===== config.mk =====
export PLATFORM = sky130hd
export DESIGN_NAME = alphabet_rank_engine
export DESIGN_NICKNAME = d
export VERILOG_FILES = /design/src/rtl/alphabet_rank_engine.sv
export SDC_FILE = /design/constraint.sdc
export NUM_CORES = 2
export LEC_CHECK = 0
export CELL_PAD_IN_SITES_DETAIL_PLACEMENT = 1
export CELL_PAD_IN_SITES_GLOBAL_PLACEMENT = 2
export CORE_UTILIZATION = 51
export CTS_BUF_LIST = sky130_fd_sc_hd__clkbuf_4 sky130_fd_sc_hd__clkbuf_8
export CTS_CLUSTER_DIAMETER = 200
export CTS_CLUSTER_SIZE = 12
export DETAILED_ROUTE_END_ITERATION = 7
export GPL_ROUTABILITY_DRIVEN = 0
export HOLD_SLACK_MARGIN = 0.1
export PLACE_DENSITY_LB_ADDON = 0.1
export SYNTH_ARGS = -nofsm -noshare
export SYNTH_HDL_FRONTEND = slang
export SYNTH_SLANG_ARGS = --single-unit

===== constraint.sdc =====
create_clock -name CLK -period 10.26 [get_ports CLK]
set_input_delay 1.539 -clock CLK [delete_from_list [all_inputs] [get_ports CLK]]
set_output_delay 1.539 -clock CLK [all_outputs]
set_load 0.005 [all_outputs]

===== src/rtl/alphabet_rank_engine.sv =====
// alphabet_rank_engine: ranks a latched glove sample against stored letter templates by sum of absolute differences; define RANK_RUNNER_UP_EN to add runner-up outputs
module alphabet_rank_engine #(
    parameter int DATA_W = 15,
    parameter int N_CH = 5,
    parameter int N_LETTERS = 26,
    parameter int LW = (N_LETTERS > 1) ? $clog2(N_LETTERS) : 1,
    parameter int CW = (N_CH > 1) ? $clog2(N_CH) : 1,
    parameter int SCORE_W = DATA_W + $clog2(N_CH),
    parameter logic [SCORE_W-1:0] MATCH_THRESH = {SCORE_W{1'b1}}
) (
    input  logic                     CLK,
    input  logic                     RST,
    input  logic                     ref_we,
    input  logic [LW-1:0]            ref_letter,
    input  logic [CW-1:0]            ref_ch,
    input  logic [DATA_W-1:0]        ref_data,
    input  logic                     ref_clr,
    input  logic                     start,
    input  logic [N_CH*DATA_W-1:0]   sensor_in,
    output logic                     busy,
    output logic                     done,
    output logic [LW-1:0]            best_letter,
    output logic [SCORE_W-1:0]       best_score,
    output logic                     no_match
`ifdef RANK_RUNNER_UP_EN
    ,
    output logic [LW-1:0]            second_letter,
    output logic [SCORE_W-1:0]       second_score
`endif
);
    typedef enum logic [1:0] {IDLE, SCAN, DONE} state_t;
    state_t state, state_nx;
    logic [DATA_W-1:0] ram [N_LETTERS][N_CH];
    logic [DATA_W-1:0] smp [N_CH];
    logic [N_LETTERS-1:0] valid;
    logic [LW-1:0] l, best_l, nl;
    logic [CW-1:0] c;
    logic [SCORE_W-1:0] acc, best, fin, nb;
    logic [DATA_W-1:0] s_v, r_v, term;
    logic found, upd, nf, last_ch, last, wr_ok, accept;

    assign wr_ok = ref_we && state == IDLE && {1'b0, ref_letter} < (LW+1)'(N_LETTERS)
                   && {1'b0, ref_ch} < (CW+1)'(N_CH);
    assign accept = state == IDLE && start;
    assign s_v = smp[c];
    assign r_v = ram[l][c];
    assign term = s_v > r_v ? s_v - r_v : r_v - s_v;
    assign fin = acc + SCORE_W'(term);
    assign last_ch = c == CW'(N_CH - 1);
    assign last = last_ch && l == LW'(N_LETTERS - 1);
    assign upd = valid[l] && (!found || fin < best);
    assign nb = upd ? fin : best;
    assign nl = upd ? l : best_l;
    assign nf = found | upd;

    // State register
    always_ff @(posedge CLK) begin
        if (RST) state <= IDLE;
        else state <= state_nx;
    end

    // Next-state and status strobes
    always_comb begin
        state_nx = state;
        busy = 1'b0;
        done = 1'b0;
        case (state)
            IDLE: state_nx = start ? SCAN : IDLE;
            SCAN: begin
                busy = 1'b1;
                state_nx = last ? DONE : SCAN;
            end
            DONE: begin
                done = 1'b1;
                state_nx = IDLE;
            end
            default: state_nx = IDLE;
        endcase
    end

    // Template storage; unreset, written only while idle
    always_ff @(posedge CLK) begin
        if (wr_ok) ram[ref_letter][ref_ch] <= ref_data;
    end

    // Letter-valid bits; a clear and a write in one cycle leaves the written letter valid
    always_ff @(posedge CLK) begin
        if (RST) valid <= '0;
        else if (state == IDLE) begin
            if (ref_clr) valid <= '0;
            if (wr_ok) valid[ref_letter] <= 1'b1;
        end
    end

    // Scan datapath: per-channel accumulation, running best, result latch on the final term
    always_ff @(posedge CLK) begin
        if (RST) begin
            l <= '0;
            c <= '0;
            acc <= '0;
            best <= '1;
            best_l <= '1;
            found <= 1'b0;
            best_letter <= '0;
            best_score <= '0;
            no_match <= 1'b0;
        end else if (accept) begin
            for (int i = 0; i < N_CH; i++) smp[i] <= sensor_in[i*DATA_W +: DATA_W];
            l <= '0;
            c <= '0;
            acc <= '0;
            best <= '1;
            best_l <= '1;
            found <= 1'b0;
        end else if (state == SCAN) begin
            if (last_ch) begin
                acc <= '0;
                c <= '0;
                l <= l + 1'b1;
                best <= nb;
                best_l <= nl;
                found <= nf;
            end else begin
                acc <= fin;
                c <= c + 1'b1;
            end
            if (last) begin
                best_letter <= nf ? nl : '1;
                best_score <= nf ? nb : '1;
                no_match <= !nf || nb > MATCH_THRESH;
            end
        end
    end

`ifdef RANK_RUNNER_UP_EN
    logic [SCORE_W-1:0] sec, sec_nx;
    logic [LW-1:0] sec_l, sec_l_nx;
    logic found2, f2_nx, demote, upd2;

    assign demote = upd && found;
    assign upd2 = valid[l] && found && !upd && (!found2 || fin < sec);
    assign sec_nx = demote ? best : upd2 ? fin : sec;
    assign sec_l_nx = demote ? best_l : upd2 ? l : sec_l;
    assign f2_nx = found2 | demote | upd2;

    // Runner-up tracking: a displaced best drops to second
    always_ff @(posedge CLK) begin
        if (RST) begin
            sec <= '1;
            sec_l <= '1;
            found2 <= 1'b0;
            second_letter <= '0;
            second_score <= '0;
        end else if (accept) begin
            sec <= '1;
            sec_l <= '1;
            found2 <= 1'b0;
        end else if (state == SCAN) begin
            if (last_ch) begin
                sec <= sec_nx;
                sec_l <= sec_l_nx;
                found2 <= f2_nx;
            end
            if (last) begin
                second_letter <= f2_nx ? sec_l_nx : '1;
                second_score <= f2_nx ? sec_nx : '1;
            end
        end
    end
`endif
endmodule


==> metrics list <==
* Delay contributed by the slowest stage of the critical path: between 700 and 800 ps
- The final hold violation count came to 0.
* Critical path fanouts, max: 36
- Pin count of the biggest net entering global routing: slightly above 100
* Number of placement rows: 149
* Share of final-layout standard cells stronger than drive strength 1: between 20% and 30%
* Die height: a little over 400 um
* Syn nets: between 4000 and 5000
- Sum of negative setup slack: 0 ps
* Share of the clock period used by the worst path: between 90% and 100%
- Clock tree buffer depth: 3
- After synthesis the netlist holds a flip-flop and latch count of approximately 2100.
- TritonCTS created 195 clock buffers.
- TritonCTS built the clock tree.
- Headroom to the max-slew limit: around 14%
* Minimum clock period after layout: around 9600 ps
- In the synthesized netlist, the number of instances is approximately 4500.
* Number of H-tree branching levels: 4
- Antenna-violating nets left: 0
- Share of the synthesized area in the top cell type: a little under three quarters
* Maximum Capacitance Violations: 0
* Sequential-to-total area share from yosys stat: about three quarters
* Post-synth EDFFs: 2025
* Slowest stage cell on the critical path: sky130_fd_sc_hd__dfxtp_4
- Fill cells in the final layout number between 10000 and 15000.
* Register cell area after layout: about 63000 um2
- After detailed routing, the total wire length is 243 mm.
* First-pass GRT wire length: between 300 and 400 mm
- Global routing consumed, over all layers together, 28.9% of the routing resources.
* Die Width: slightly above 400 um
- The commonest cells after synthesis are sky130_fd_sc_hd__edfxtp_1, sky130_fd_sc_hd__mux4_2, sky130_fd_sc_hd__nor2_1, sky130_fd_sc_hd__nand2_1, sky130_fd_sc_hd__mux2i_1.
- Count of buffers from port buffering: around 130
- Along the worst hold path, the cell count comes to 2.
- FMAX: between 100 and 150 MHz
- Vias in the first global route: ~47000
- The cell sitting at the root of the clock tree is a sky130_fd_sc_hd__clkbuf_8.
* Cell repeated most along the worst path: sky130_fd_sc_hd__buf_4
- Total of endpoints with negative setup slack in the final report: 0
- Clock-pin slew was measured on the worst setup and hold paths at 90 ps.
- Pins Over Slew Limit: 0
- Across the VDD grid, the largest voltage drop is ~140 uV.
- The worst setup path is of the reg -> reg kind.
- Transition time of the tightest slew-check pin: about 1300 ps
- First DRT Iteration DRCs: 4732
- Sorting the synthesized cells by area gives the leading types as sky130_fd_sc_hd__edfxtp_1, sky130_fd_sc_hd__mux4_2, sky130_fd_sc_hd__dfxtp_1.
- Summed over all instances, the cell type with the most area after synthesis is sky130_fd_sc_hd__edfxtp_1.
* Global-route congestion overflow total: 0
- Capturing element type of the critical path: flop
* Detailed Place HPWL: between 150 and 200 mm
- Endpoint arrival time on the critical path: 10430 ps
- The run finished with clean final reports.
- Synthesized cell area: 85400 um2
- Synth async-reset ratio: 0%
* Leakage: a little under 30 nW
- Area Overhead vs Synth: 9.61%
- Number of warnings printed during yosys synthesis: 0
- Fin util: 56.5%
* Synth Flop Type: sky130_fd_sc_hd__edfxtp_1
- At the placement stage, the worst setup path has a slack of between 700 and 800 ps.
- For this design the ratio of total power to cell area is 161 nW/um2.
* Routed via count divided by cell count: around 6.4
- Setup clock skew after layout: between 70 and 80 ps
* PnR worst setup slack: approximately 690 ps
- CTS-repair resized insts: 0
- Insertion delay of the later-clocked pin in the worst-skew pair: a little under 1000 ps
- A synthesized cell averages ~19 um2.
* Number of post-CTS setup repair buffers: 0
- At the worst endpoint, the required time is roughly 11000 ps.
- Crit start category: flop
* Setup repair after global routing missed its margin: false
- Via count: 45800
- The most common cell in the synthesized netlist is sky130_fd_sc_hd__edfxtp_1.
- Counting cells, the worst reg-to-reg path comes to 31.
- After detailed routing, the number of remaining DRC violations is 0.
* Number of antenna violations at the first check in global routing: 16
- Synth unique cells: between 70 and 80
* Placeable Area: approximately 170000 um2
* First-pass iteration count of the detailed router: 6
* Boundary Pins: between 100 and 150
- Number of clock sinks: between 2000 and 2500
* Multi-input gate area in the final layout: 20900 um2
- At the end of the flow, the number of nets in the layout was ~5000.
* CTS Hold Bufs: 0
* Initial standard-cell utilization of the core: approximately half
* Area enclosed by the die boundary: roughly 170000 um2
- In this run the worst hold path is classified as reg -> reg.
- Average detailed-routed wire length per instance: roughly 34 um
==> worst paths after layout <==
kind | start | endpoint | slack [ps]
setup / recovery | flop | best_score[6] | 690
hold / removal | best_l[3] | best_letter[3] | 460
setup reg to reg | flop | best_score[6] | 690
hold reg to reg | best_l[3] | best_letter[3] | 460
==> area by class of cell <==
class	instances	share of cell area, %
Antenna cell	5	0.0134
Clock buffer	228	3.16
Clock inverter	8	0.0896
Inverter	63	0.253
Multi-Input combinational cell	2067	22.3
Sequential cell	2135	67.4
Tap cell	2189	2.93
Timing Repair Buffer	416	3.87
==> power by group <==
group          internal (W)  switching, W
sequential          0.00954     0.0000154
clock               0.00185       0.00274
combinational      0.000284      0.000619
==> routing by layer <==
| metal | vias up | wire length [um] | GRT usage, % |
|---|---|---|---|
| met2 | 1810 | 118000 | 46.5 |
| met4 | 12 | 7360 | 8.78 |
| met5 | - | 203 | 0.594 |
| li1 | 19000 | - | - |
| met1 | 24600 | 102000 | 41.0 |
| met3 | 344 | 16400 | 4.37 |
==> registers in the layout, indices dropped and copies added (netlist names), 3 cells and up, named ones only <==
name / cells
valid: 26
ram: 1950
best: 18
smp: 75
best_score: 18
l: 5
acc: 18
c: 3
best_l: 5
best_letter: 5
==> logic make-up (layout without fill, tap and decap cells) <==
logic type | Yosys count | count (layout) | synth area share, %
fa+ha+maj | 68 | 68 | 1.02
compound gates | 617 | 617 | 4.77
simple gates | 682 | 682 | 3.66
other cells | 0 | 5 | 0
xor+xnor | 22 | 22 | 0.226
flops | 2135 | 2135 | 73.8
buf+inv | 322 | 715 | 1.77
mux | 678 | 678 | 14.7
==> layout by cell type, fill, tap and decap left out, types with 29 or more instances in the layout <==
cell type,n
sky130_fd_sc_hd__a21oi_1,148
sky130_fd_sc_hd__o21ai_0,107
sky130_fd_sc_hd__a22oi_1,46
sky130_fd_sc_hd__dfxtp_1,104
sky130_fd_sc_hd__clkdlybuf4s50_1,113
sky130_fd_sc_hd__nand2_1,211
sky130_fd_sc_hd__mux2i_1,178
sky130_fd_sc_hd__a31oi_1,51
sky130_fd_sc_hd__o22ai_1,47
sky130_fd_sc_hd__nor3_1,32
sky130_fd_sc_hd__mux4_2,459
sky130_fd_sc_hd__clkbuf_8,199
sky130_fd_sc_hd__buf_4,286
sky130_fd_sc_hd__nand3_1,45
sky130_fd_sc_hd__a211oi_1,39
sky130_fd_sc_hd__inv_1,58
sky130_fd_sc_hd__edfxtp_1,2025
sky130_fd_sc_hd__nor2_1,230
sky130_fd_sc_hd__clkbuf_4,29
sky130_fd_sc_hd__ha_1,65
sky130_fd_sc_hd__mux2_2,41
==> through the flow <==
step	instance area (um2)	total power (W)	hold WS, ps	std cells
2_1_floorplan	85400	0.0102	435	4524
6_report	93600	0.0151	463	7111
4_1_cts	93600	0.0152	469	7106
3_3_place_gp	90500	0.0106	449	6870
3_5_place_dp	90500	0.0107	457	6870
5_1_grt	93600	0.0155	490	7108
==> worst max-delay path: cells and delay by family (launching register included) <==
family	cells	cell delay [ps]
buf+inv	6	1410
compound gates	14	4300
flops	1	780
fa+ha+maj	3	1000
mux	2	790
xor+xnor	1	150
simple gates	5	930
No activity file was read; power rests on OpenSTA's default activity.
